`config.mk`:
```
export PLATFORM = sky130hd
export DESIGN_NAME = wb_cp0_commit_stage
export DESIGN_NICKNAME = d
export VERILOG_FILES = /design/src/rtl/wb_cp0_commit_stage.sv
export SDC_FILE = /design/constraint.sdc
export NUM_CORES = 1
export LEC_CHECK = 0
export BUFFER_PORTS_ARGS = -buffer_cell sky130_fd_sc_hd__buf_2
export CORE_MARGIN = 2
export CORE_UTILIZATION = 23
export DETAILED_ROUTE_END_ITERATION = 12
export PLACE_DENSITY = 0.37
export SLEW_MARGIN = 20
export SYNTH_ARGS = -nofsm -noshare
export SYNTH_HDL_FRONTEND = slang
export SYNTH_SLANG_ARGS = --single-unit
```
`constraint.sdc`:
```
create_clock -name clk -period 5.4 [get_ports clk]
set_input_delay 0.54 -clock clk [delete_from_list [all_inputs] [get_ports clk]]
set_output_delay 0.54 -clock clk [all_outputs]
set_load 0.05 [all_outputs]
```
`src/rtl/wb_cp0_commit_stage.sv`:
```
// Writeback/commit stage with integrated CP0 register file.
// Commits GPR writes, exceptions and ERET; owns the Count/Compare timer.
module wb_cp0_commit_stage #(
   parameter int          NUM_HW_INT = 6,
   parameter int          COUNT_DIV  = 2,
   parameter logic [31:0] EX_ENTRY   = 32'hBFC00380
) (
   input  logic                  clk,
   input  logic                  reset,
   output logic                  ws_allowin,
   input  logic                  ms_to_ws_valid,
   input  logic [31:0]           ms_pc,
   input  logic [4:0]            ms_dest,
   input  logic [3:0]            ms_gr_strb,
   input  logic [31:0]           ms_result,
   input  logic                  ms_ex,
   input  logic                  ms_bd,
   input  logic [4:0]            ms_excode,
   input  logic [31:0]           ms_badvaddr,
   input  logic                  ms_eret,
   input  logic                  ms_mfc0,
   input  logic                  ms_mtc0,
   input  logic [7:0]            ms_cp0_addr,
   input  logic [NUM_HW_INT-1:0] ext_int_in,
   output logic [3:0]            rf_we,
   output logic [4:0]            rf_waddr,
   output logic [31:0]           rf_wdata,
   output logic [4:0]            ws_dest,
   output logic                  ws_mfc0,
   output logic                  ws_flush,
   output logic [31:0]           ws_flush_pc,
   output logic                  int_pending,
   output logic [31:0]           debug_wb_pc,
   output logic [3:0]            debug_wb_rf_wen,
   output logic [4:0]            debug_wb_rf_wnum,
   output logic [31:0]           debug_wb_rf_wdata
);

   localparam logic [7:0] A_BADV = 8'h40;
   localparam logic [7:0] A_CNT  = 8'h48;
   localparam logic [7:0] A_CMP  = 8'h58;
   localparam logic [7:0] A_ST   = 8'h60;
   localparam logic [7:0] A_CA   = 8'h68;
   localparam logic [7:0] A_EPC  = 8'h70;

   localparam int DW = (COUNT_DIV > 1) ? $clog2(COUNT_DIV) : 1;
   localparam logic [DW-1:0] DIV_MAX = DW'(COUNT_DIV - 1);

   logic        r_valid;
   logic [31:0] r_ms_pc;
   logic [4:0]  r_ms_dest;
   logic [3:0]  r_ms_strb;
   logic [31:0] r_ms_result;
   logic        r_ms_ex;
   logic        r_ms_bd;
   logic [4:0]  r_ms_excode;
   logic [31:0] r_ms_badv;
   logic        r_ms_eret;
   logic        r_ms_mfc0;
   logic        r_ms_mtc0;
   logic [7:0]  r_ms_addr;

   logic [7:0]  r_c0_im;
   logic        r_c0_exl;
   logic        r_c0_ie;
   logic        r_c0_bd;
   logic        r_c0_ti;
   logic [1:0]  r_c0_ip_sw;
   logic [4:0]  r_c0_excode;
   logic [31:0] r_c0_epc;
   logic [31:0] r_c0_badv;
   logic [31:0] r_c0_count;
   logic [31:0] r_c0_compare;
   logic [DW-1:0] r_div;
   logic [5:0]  r_hw;

   logic        r_flush;
   logic [31:0] r_flush_pc;

   logic        w_ready_go;
   logic        w_ex;
   logic        w_eret;
   logic        w_mtc0;
   logic        w_wr_count;
   logic        w_wr_compare;
   logic        w_div_wrap;
   logic        w_count_upd;
   logic [31:0] w_count_nxt;
   logic [5:0]  w_hw_ext;
   logic [7:0]  w_ip;
   logic [31:0] w_status;
   logic [31:0] w_cause;
   logic [31:0] w_cp0_rdata;

   assign w_ready_go   = 1'b1;
   assign ws_allowin   = !r_valid | w_ready_go;
   assign w_ex         = r_valid & r_ms_ex;
   assign w_eret       = r_valid & r_ms_eret & !r_ms_ex;
   assign w_mtc0       = r_valid & r_ms_mtc0 & !r_ms_ex;
   assign w_wr_count   = w_mtc0 & (r_ms_addr == A_CNT);
   assign w_wr_compare = w_mtc0 & (r_ms_addr == A_CMP);
   assign w_div_wrap   = (r_div == DIV_MAX);
   assign w_count_upd  = w_wr_count | w_div_wrap;
   assign w_count_nxt  = w_wr_count ? r_ms_result : r_c0_count + 32'd1;
   assign w_hw_ext     = 6'(ext_int_in);

   assign w_ip     = {r_c0_ti | r_hw[5], r_hw[4:0], r_c0_ip_sw};
   assign w_status = {9'd0, 1'b1, 6'd0, r_c0_im, 6'd0, r_c0_exl, r_c0_ie};
   assign w_cause  = {r_c0_bd, r_c0_ti, 14'd0, w_ip, 1'b0, r_c0_excode, 2'b00};

   // Pipeline latch: accept the MEM-stage payload whenever allowed
   always_ff @(posedge clk) begin
      if (reset) begin
         r_valid     <= 1'b0;
         r_ms_pc     <= 32'd0;
         r_ms_dest   <= 5'd0;
         r_ms_strb   <= 4'd0;
         r_ms_result <= 32'd0;
         r_ms_ex     <= 1'b0;
         r_ms_bd     <= 1'b0;
         r_ms_excode <= 5'd0;
         r_ms_badv   <= 32'd0;
         r_ms_eret   <= 1'b0;
         r_ms_mfc0   <= 1'b0;
         r_ms_mtc0   <= 1'b0;
         r_ms_addr   <= 8'd0;
      end else if (ws_allowin) begin
         r_valid <= ms_to_ws_valid;
         if (ms_to_ws_valid) begin
            r_ms_pc     <= ms_pc;
            r_ms_dest   <= ms_dest;
            r_ms_strb   <= ms_gr_strb;
            r_ms_result <= ms_result;
            r_ms_ex     <= ms_ex;
            r_ms_bd     <= ms_bd;
            r_ms_excode <= ms_excode;
            r_ms_badv   <= ms_badvaddr;
            r_ms_eret   <= ms_eret;
            r_ms_mfc0   <= ms_mfc0;
            r_ms_mtc0   <= ms_mtc0;
            r_ms_addr   <= ms_cp0_addr;
         end
      end
   end

   // CP0 Status/Cause/EPC/BadVAddr: exception, then eret, then mtc0
   always_ff @(posedge clk) begin
      if (reset) begin
         r_c0_im     <= 8'd0;
         r_c0_exl    <= 1'b0;
         r_c0_ie     <= 1'b0;
         r_c0_bd     <= 1'b0;
         r_c0_ip_sw  <= 2'd0;
         r_c0_excode <= 5'd0;
         r_c0_epc    <= 32'd0;
         r_c0_badv   <= 32'd0;
      end else if (w_ex) begin
         if (!r_c0_exl) begin
            r_c0_epc <= r_ms_bd ? r_ms_pc - 32'd4 : r_ms_pc;
            r_c0_bd  <= r_ms_bd;
         end
         r_c0_exl    <= 1'b1;
         r_c0_excode <= r_ms_excode;
         if (r_ms_excode == 5'd4 || r_ms_excode == 5'd5)
            r_c0_badv <= r_ms_badv;
      end else if (w_eret) begin
         r_c0_exl <= 1'b0;
      end else if (w_mtc0) begin
         case (r_ms_addr)
            A_ST: begin
               r_c0_im  <= r_ms_result[15:8];
               r_c0_exl <= r_ms_result[1];
               r_c0_ie  <= r_ms_result[0];
            end
            A_CA:    r_c0_ip_sw <= r_ms_result[9:8];
            A_EPC:   r_c0_epc   <= r_ms_result;
            default: ;
         endcase
      end
   end

   // Count/Compare timer with prescaler and sticky timer interrupt
   always_ff @(posedge clk) begin
      if (reset) begin
         r_c0_count   <= 32'd0;
         r_c0_compare <= 32'd0;
         r_div        <= '0;
         r_c0_ti      <= 1'b0;
      end else begin
         if (w_count_upd) begin
            r_c0_count <= w_count_nxt;
            r_div      <= '0;
         end else begin
            r_div <= r_div + DW'(1);
         end
         if (w_wr_compare) begin
            r_c0_compare <= r_ms_result;
            r_c0_ti      <= 1'b0;
         end else if (w_count_upd && w_count_nxt == r_c0_compare) begin
            r_c0_ti <= 1'b1;
         end
      end
   end

   // Sample hardware interrupt lines; unused lines read zero
   always_ff @(posedge clk) begin
      if (reset) r_hw <= 6'd0;
      else       r_hw <= w_hw_ext;
   end

   // Registered one-cycle flush/redirect after exception or eret commit
   always_ff @(posedge clk) begin
      if (reset) begin
         r_flush    <= 1'b0;
         r_flush_pc <= 32'd0;
      end else begin
         r_flush    <= w_ex | w_eret;
         r_flush_pc <= w_ex ? EX_ENTRY : (w_eret ? r_c0_epc : 32'd0);
      end
   end

   // CP0 read mux for mfc0
   always_comb begin
      w_cp0_rdata = 32'd0;
      case (r_ms_addr)
         A_BADV:  w_cp0_rdata = r_c0_badv;
         A_CNT:   w_cp0_rdata = r_c0_count;
         A_CMP:   w_cp0_rdata = r_c0_compare;
         A_ST:    w_cp0_rdata = w_status;
         A_CA:    w_cp0_rdata = w_cause;
         A_EPC:   w_cp0_rdata = r_c0_epc;
         default: w_cp0_rdata = 32'd0;
      endcase
   end

   assign rf_we       = (r_valid & !r_ms_ex & !reset) ? r_ms_strb : 4'd0;
   assign rf_waddr    = r_valid ? r_ms_dest : 5'd0;
   assign rf_wdata    = !r_valid ? 32'd0 :
                        (r_ms_mfc0 ? w_cp0_rdata : r_ms_result);
   assign ws_dest     = r_valid ? r_ms_dest : 5'd0;
   assign ws_mfc0     = r_valid & r_ms_mfc0;
   assign ws_flush    = r_flush;
   assign ws_flush_pc = r_flush_pc;
   assign int_pending = r_c0_ie & !r_c0_exl & |(w_ip & r_c0_im);

   assign debug_wb_pc       = r_valid ? r_ms_pc : 32'd0;
   assign debug_wb_rf_wen   = rf_we;
   assign debug_wb_rf_wnum  = rf_waddr;
   assign debug_wb_rf_wdata = rf_wdata;

endmodule

```
==> flow_summary.ini, run 1 <==
[status]
status = complete, no violations

[clock_network]
cts.htree.levels = 2
cts_setup_buffers = 0
cts_root_buf = clkbuf_16
clk_latency_ps = 570
cts_buffers = 40
clkTransAtPathRegs_ps = 60
cts_tree = yes
cts.repair.resized = 0
cts_hold_buf = 0
clk_path_buf_depth = 3
clock_sink_count = 311

[die]
io_pins = 287
rows = 95
die_h_um = 263.4
die_area_um2 = 69370
die_x_um = 263.4
start_util_pct = 23.12
core_um2 = 66920

[timing]
setup_viol = 0
tightest_slew_ps = 1123
slew_viol_final = 0
fmax_mhz = 227.6
rsz0062_at_grt = no
tns_ps = 0
fin_crit_ps = 4394
finalHoldViolations = 0
relSlewSlack_pct = 24.83
clock_skew_ps = 17.42
finalCritPeriodShare_pct = 81.37

[power]
internal_power_mw = 4.370
switchingPower_mw = 1.571
pwr-share-clk_pct = 50.0
finalPower_mw = 5.941
p_leak_nw = 7.471
power_frac_seq_pct = 41.5
peakVddDrop_mv = 0.1772
power_frac_comb_pct = 8.5
swShare_pct = 26.44
power.density_nw_per_um2 = 317.0

[critical_path]
required_ps = 4860
timing.setup.critical_path_class = reg2out
start_kind = flop
worstPathArrival_ps = 3850
worstSetupEndpointType = output port
crit_fanout = 21

[synth]
synth-async-reset-ratio_pct = 0
synth_cells = 1889
yosysSeqAreaShare_pct = 40.23
ys.flop_type = dfxtp_1
synth_area_um2 = 15470
synth_edf_count = 0
yosys.area.top_type = dfxtp_1
synth_seq_cells = 311
syn_avg_cell_area_um2 = 8.192
ys_warn_count = 0
syn_nets = 2023
yosys.cell_types.count = 79
synthTopCellsByArea = dfxtp_1 40%, mux2i_1 8.3%, nor2_1 6.6%
synth_top_area_share_pct = 40.23

[final_layout]
final_util_pct = 28.01
seq_area_um2 = 6228
fillers = 7249
multi_input_area_um2 = 8239
fin_area_um2 = 18740
syn_to_final_growth_pct = 21.12
drive_above_1_share_pct = 20.02
nets = 2180

[route]
routedWlPerCell_um = 23.88
vias = 14490
first_pass_iters = 6
wl_um = 70510
drt_iter0_drc = 1149
drc_errors = 0
via_per_inst = 4.908
ant_nets = 0

[placement]
portBuffers = 285
hpwl_um = 51610
dpl_cell_area_um2 = 17280
gp_congestion = 0.8953

[grt]
grt_overflow = 0
grt_pass1_wl_um = 101200
track_usage_pct = 19.81
grt_pass1_vias = 14000
grt_max_degree = 107
grt_antenna_before_repair = 4

[flow_run]
cap_violations = 0

[worst_hold_path]
hold_class = in2reg
Yosys cell counts, types with 22 or more instances:
cell and n:
xor2_1 44, clkbuf_1 117, and2_1 48, nor2b_1 23
nand3_1 42, o21a_1 26, xnor2_1 53, nor3_1 22
a21oi_1 136, a22oi_1 31, mux2i_1 129, dfxtp_1 311
a31oi_1 26, nand2_1 229, a211oi_1 61, buf_4 49
nand4_1 25, o21ai_0 35, inv_1 23, and3_1 26
nor2_1 271
final cells by class:
class	instances	share of cell area (%)
antenna	2	0.02670
clock buffer	57	6.442
clock inverter	17	1.342
inverter	23	0.4606
multi-input combinational	1360	43.96
sequential	311	33.23
tap	873	5.828
timing repair buffer	310	8.712
cell usage in the layout (no fill, tap or decap), types with 6 or more instances in the layout:
cell       netlist  routed
a211oi_1        61      61
a21oi_1        136     136
a222oi_1        20      20
a22oi_1         31      31
a31oi_1         26      26
and2_1          48      47
and3_1          26      26
buf_2            7     283
buf_4           49      24
bufinv_16        0       6
clkbuf_16        0      42
clkbuf_8         0      11
clkinv_2         0       8
dfxtp_1        311     309
inv_1           23      23
mux2i_1        129     129
nand2_1        229     229
nand3_1         42      42
nand4_1         25      25
nor2_1         271     265
nor2b_1         23      23
nor3_1          22      20
nor4_1          14      13
o2111ai_1        6       6
o21a_1          26      26
o21ai_0         35      35
xnor2_1         53      53
xor2_1          44      44
worst max-delay path, stage by stage (launching register included):
cell and delay [ps]:
dfxtp_1 340, nor4_1 540, inv_1 170, nor2_2 850, a222oi_1 450, a31oi_1 560
buf_2 360
sequential cells by signal, indices dropped and copies added (netlist names), 8 cells and up:
register	count
r_c0_badv	32
r_c0_compare	32
r_c0_count	32
r_c0_epc	32
r_c0_im	8
r_ms_addr	8
r_ms_badv	32
r_ms_pc	32
r_ms_result	32
ws_flush_pc	32
stage by stage:
stage	hold WS [ps]	setup WS [ps]	instances
finish	181.3	1006	2953
global placement	450.9	1413	2877
CTS	145.7	1001	2951
global route	171.2	834.1	2951
floorplan	431.2	1840	1889
detailed placement	450.3	1618	2877
power by group through the flow:
stage	logic [mW]	clock network, mW	registers (mW)
6_report	0.503	2.97	2.47
5_1_grt	0.544	3.14	2.48
4_1_cts	0.507	3.06	2.47
3_5_place_dp	0.505	0	2.52
3_3_place_gp	0.505	0	2.52
2_1_floorplan	0.349	0	2.46
cell families after synthesis:
kind of cell	Yosys count	synth area share, %
simple gates	747	22.45
compound gates	382	16.12
flops	311	40.23
buf+inv	218	6.961
mux	131	8.562
xor+xnor	97	5.490
fa+ha+maj	2	0.1617
other cells	1	0.02423
layer usage:
layer  vias to the layer above  wire (um)  GRT usage [%]
li1                       6855          -              -
met1                      6992      32540          27.16
met2                       559      32150          32.20
met3                        84       4229          3.180
met4                         2       1576          5.236
met5                         -         13              0
path summary, 6_finish.rpt:
check | end | start | cells after the start | slack (ps)
max | rf_wdata[31] | r_ms_addr[0]$_SDFFE_PP0P_ | 6 | 1010
min reg2reg | r_c0_badv[22]$_SDFFE_PP0P_ | r_ms_badv[22]$_SDFFE_PP0P_ | 2 | 450
max reg2reg | r_c0_ti$_SDFFE_PP0P_ | r_ms_addr[0]$_SDFFE_PP0P_ | 8 | 1550
min | r_hw[2]$_SDFF_PP0_ | ext_int_in[2] | 2 | 180
No activity file was read; power rests on OpenSTA's default activity.
==> inputs of run 2 (changes only) <==
--- a/config.mk
+++ b/config.mk
@@ -5,6 +5,7 @@
 export SDC_FILE = /design/constraint.sdc
 export NUM_CORES = 1
 export LEC_CHECK = 0
+export ABC_AREA = 1
 export BUFFER_PORTS_ARGS = -buffer_cell sky130_fd_sc_hd__buf_2
 export CORE_MARGIN = 2
 export CORE_UTILIZATION = 23
==> constraint.sdc (replaced) <==
create_clock -name clk -period 4.24 [get_ports clk]
set_input_delay 0.424 -clock clk [delete_from_list [all_inputs] [get_ports clk]]
set_output_delay 0.424 -clock clk [all_outputs]
set_load 0.05 [all_outputs]
==> run 2 against run 1 <==
  * Routed wire length shrank 3.6%
  * Total power rose by 23%
  * Via count is 7.2% higher
  * Die area decreased by 1.5%
  * Combinational power is 51% higher
  * Clock-buffer cell count up 1
  * Sequential power is 28% higher
  * Sequential share of layout area up 0.55 points
  * Clock power up 14%
  * Critical path depth is 4 higher
  * Critical path type unchanged
==> flow_summary.ini, run 2 <==
[timing]
relSlewSlack_pct = 35.38
tns_ps = 0
rsz0062_at_grt = no
finalCritPeriodShare_pct = 93.66
holdWs_ps = 72.24
fin_crit_ps = 3971
clock_skew_ps = 18.82
tightest_slew_ps = 968.2
finalHoldViolations = 0
slew_viol_final = 0
setup_viol = 0
fmax_mhz = 251.8

[die]
rows = 94
io_pins = 287
core_um2 = 65630
die_area_um2 = 68340
die_h_um = 261.4
start_util_pct = 23.22
die_x_um = 261.4

[route]
ant_nets = 0
wl_um = 67960
first_pass_iters = 5
via_per_inst = 4.641
drt_iter0_drc = 1160
drc_errors = 0
vias = 15530
routedWlPerCell_um = 20.31

[clock_network]
cts.htree.levels = 2
cts_hold_buf = 0
cts_buffers = 39
clock_sink_count = 311
cts.repair.resized = 0
cts_setup_buffers = 0
clk_latency_ps = 570
cts_tree = yes
clkTransAtPathRegs_ps = 60
cts_root_buf = clkbuf_16
clk_path_buf_depth = 3

[synth]
synth-async-reset-ratio_pct = 0
synthTopCellsByArea = dfxtp_1 41%, nor2_1 9.9%, nand2_1 9.7%
synth_top_area_share_pct = 40.85
synth_seq_cells = 311
syn_avg_cell_area_um2 = 6.711
synth_edf_count = 0
synth_cells = 2271
synth_area_um2 = 15240
yosysSeqAreaShare_pct = 40.85
syn_nets = 2405
yosys.area.top_type = dfxtp_1
ys_warn_count = 0
yosys.cell_types.count = 43
yosys-top-cells-count = 401 x nor2_1, 393 x nand2_1, 311 x dfxtp_1, 271 x o21ai_0, 248 x inv_1
yosysMostFrequentCell = nor2_1
ys.flop_type = dfxtp_1

[final_layout]
mostFrequentLayoutCells = 401 x nor2_1, 393 x nand2_1, 309 x dfxtp_1
antenna_cells = 0
final_common_cell = nor2_1
syn_to_final_growth_pct = 20.98
nets = 2587
fillers = 7366
drive_above_1_share_pct = 16.51

[status]
status = complete, no violations

[power]
finalPower_mw = 7.294
internal_power_mw = 5.221
switchingPower_mw = 2.073
power_frac_comb_pct = 10.4
pwr-share-clk_pct = 46.3
power.density_nw_per_um2 = 395.6
p_leak_nw = 8.185
peakVddDrop_mv = 0.2257
power_frac_seq_pct = 43.3
swShare_pct = 28.42

[critical_path]
cpMaxStageDelayCell = inv_1
timing.setup.critical_path_class = reg2out
start_kind = flop
crit_chain = inv_1, nand2_1, nor3_1, nand2_1, inv_1, buf_4, a221oi_1, a31oi_1, buf_4, buf_2
worstSetupEndpointType = output port
required_ps = 3820
critPathMaxStageDelay_ps = 540
worstPathArrival_ps = 3550
r2r_end = r_c0_ti$_SDFFE_PP0P_
timing.rr.start = r_ms_ex$_SDFFE_PP0P_
reg2reg_slack_ps = 1260
r2r.worst_path.cells = 13
crit_fanout = 18

[worst_hold_path]
holdPathEnd = r_hw[4]$_SDFF_PP0_
hold_depth = 3
min_from = ext_int_in[4]
hold_class = in2reg

[grt]
grt_antenna_before_repair = 5
grt_pass1_wl_um = 99170
grt_max_degree = 95
grt_overflow = 0
track_usage_pct = 19.52
grt_pass1_vias = 15130

[flow_run]
cap_violations = 0

[placement]
hpwl_um = 51130
gp_congestion = 0.8799
portBuffers = 285
==> run 2: worst max path at each step <==
stage / start / to / cells after the start
final: r_ms_addr[1]$_SDFFE_PP0P_ / rf_wdata[7] / 10
after global routing: r_ms_addr[0]$_SDFFE_PP0P_ / rf_wdata[7] / 10
after CTS: r_ms_addr[1]$_SDFFE_PP0P_ / rf_wdata[7] / 10
after detailed placement: r_ms_addr[1]$_SDFFE_PP0P_ / rf_wdata[7] / 10
after global placement: r_ms_addr[1]$_SDFFE_PP0P_ / rf_wdata[7] / 10
after floorplan: r_ms_addr[2]$_SDFFE_PP0P_ / rf_wdata[14] / 11
==> run 2: critical path: cells and delay by family, from the launching register on <==
kind / cells / cell delay, ps
compound gates: 2 / 650
flops: 1 / 300
simple gates: 3 / 530
buf+inv: 5 / 1490
==> run 2: logic make-up (layout without fill, tap and decap cells) <==
family,Yosys count,count (layout),share of synthesized area (%)
buffers and inverters,430,642,12.05
AO/OA/AOI/OAI,547,547,20.02
adder cells (fa/ha/maj),2,2,0.1642
flip-flops,311,311,40.85
XOR/XNOR,18,18,1.034
AND/OR/NAND/NOR,962,962,25.85
other,1,1,0.02460
==> run 2: layout make-up <==
| type | instances | area (um2) | area share [%] |
|---|---|---|---|
| clock buffer | 58 | 1140 | 6.182 |
| multi-input combinational | 1530 | 7187 | 38.98 |
| tap | 864 | 1081 | 5.863 |
| timing repair buffer | 316 | 1709 | 9.269 |
| clock inverter | 13 | 125.1 | 0.6786 |
| sequential | 311 | 6228 | 33.78 |
| inverter | 255 | 968.4 | 5.252 |
==> run 2: stage by stage <==
stage                     instances  utilization [%]  instance area (um2)  worst slack (ps)
after floorplan                2271                -                15240             857.5
after global placement         3276            26.17                17170             885.1
after detailed placement       3276            26.17                17170             887.8
after CTS                      3347            28.10                18440             272.1
after global routing           3347            28.10                18440             88.45
final                          3347            28.10                18440             268.6
==> run 2: layer usage <==
| metal | vias to the layer above | part of all wire (%) | wire (um) | GRT usage (%) |
|---|---|---|---|---|
| met1 | 7339 | 45 | 30660 | 25.26 |
| met3 | 98 | 4.5 | 3045 | 3.010 |
| li1 | 7728 | - | - | - |
| met4 | 4 | 4.0 | 2702 | 8.191 |
| met2 | 363 | 46 | 31540 | 32.28 |
| met5 | - | 0.024 | 16 | 0 |
==> run 2: power groups by stage <==
stage | clock network (mW) | registers (mW) | logic (mW)
6_report | 3.38 | 3.16 | 0.760
5_1_grt | 3.56 | 3.17 | 0.838
4_1_cts | 3.46 | 3.16 | 0.771
3_5_place_dp | 0 | 3.22 | 0.768
3_3_place_gp | 0 | 3.22 | 0.767
2_1_floorplan | 0 | 3.15 | 0.528
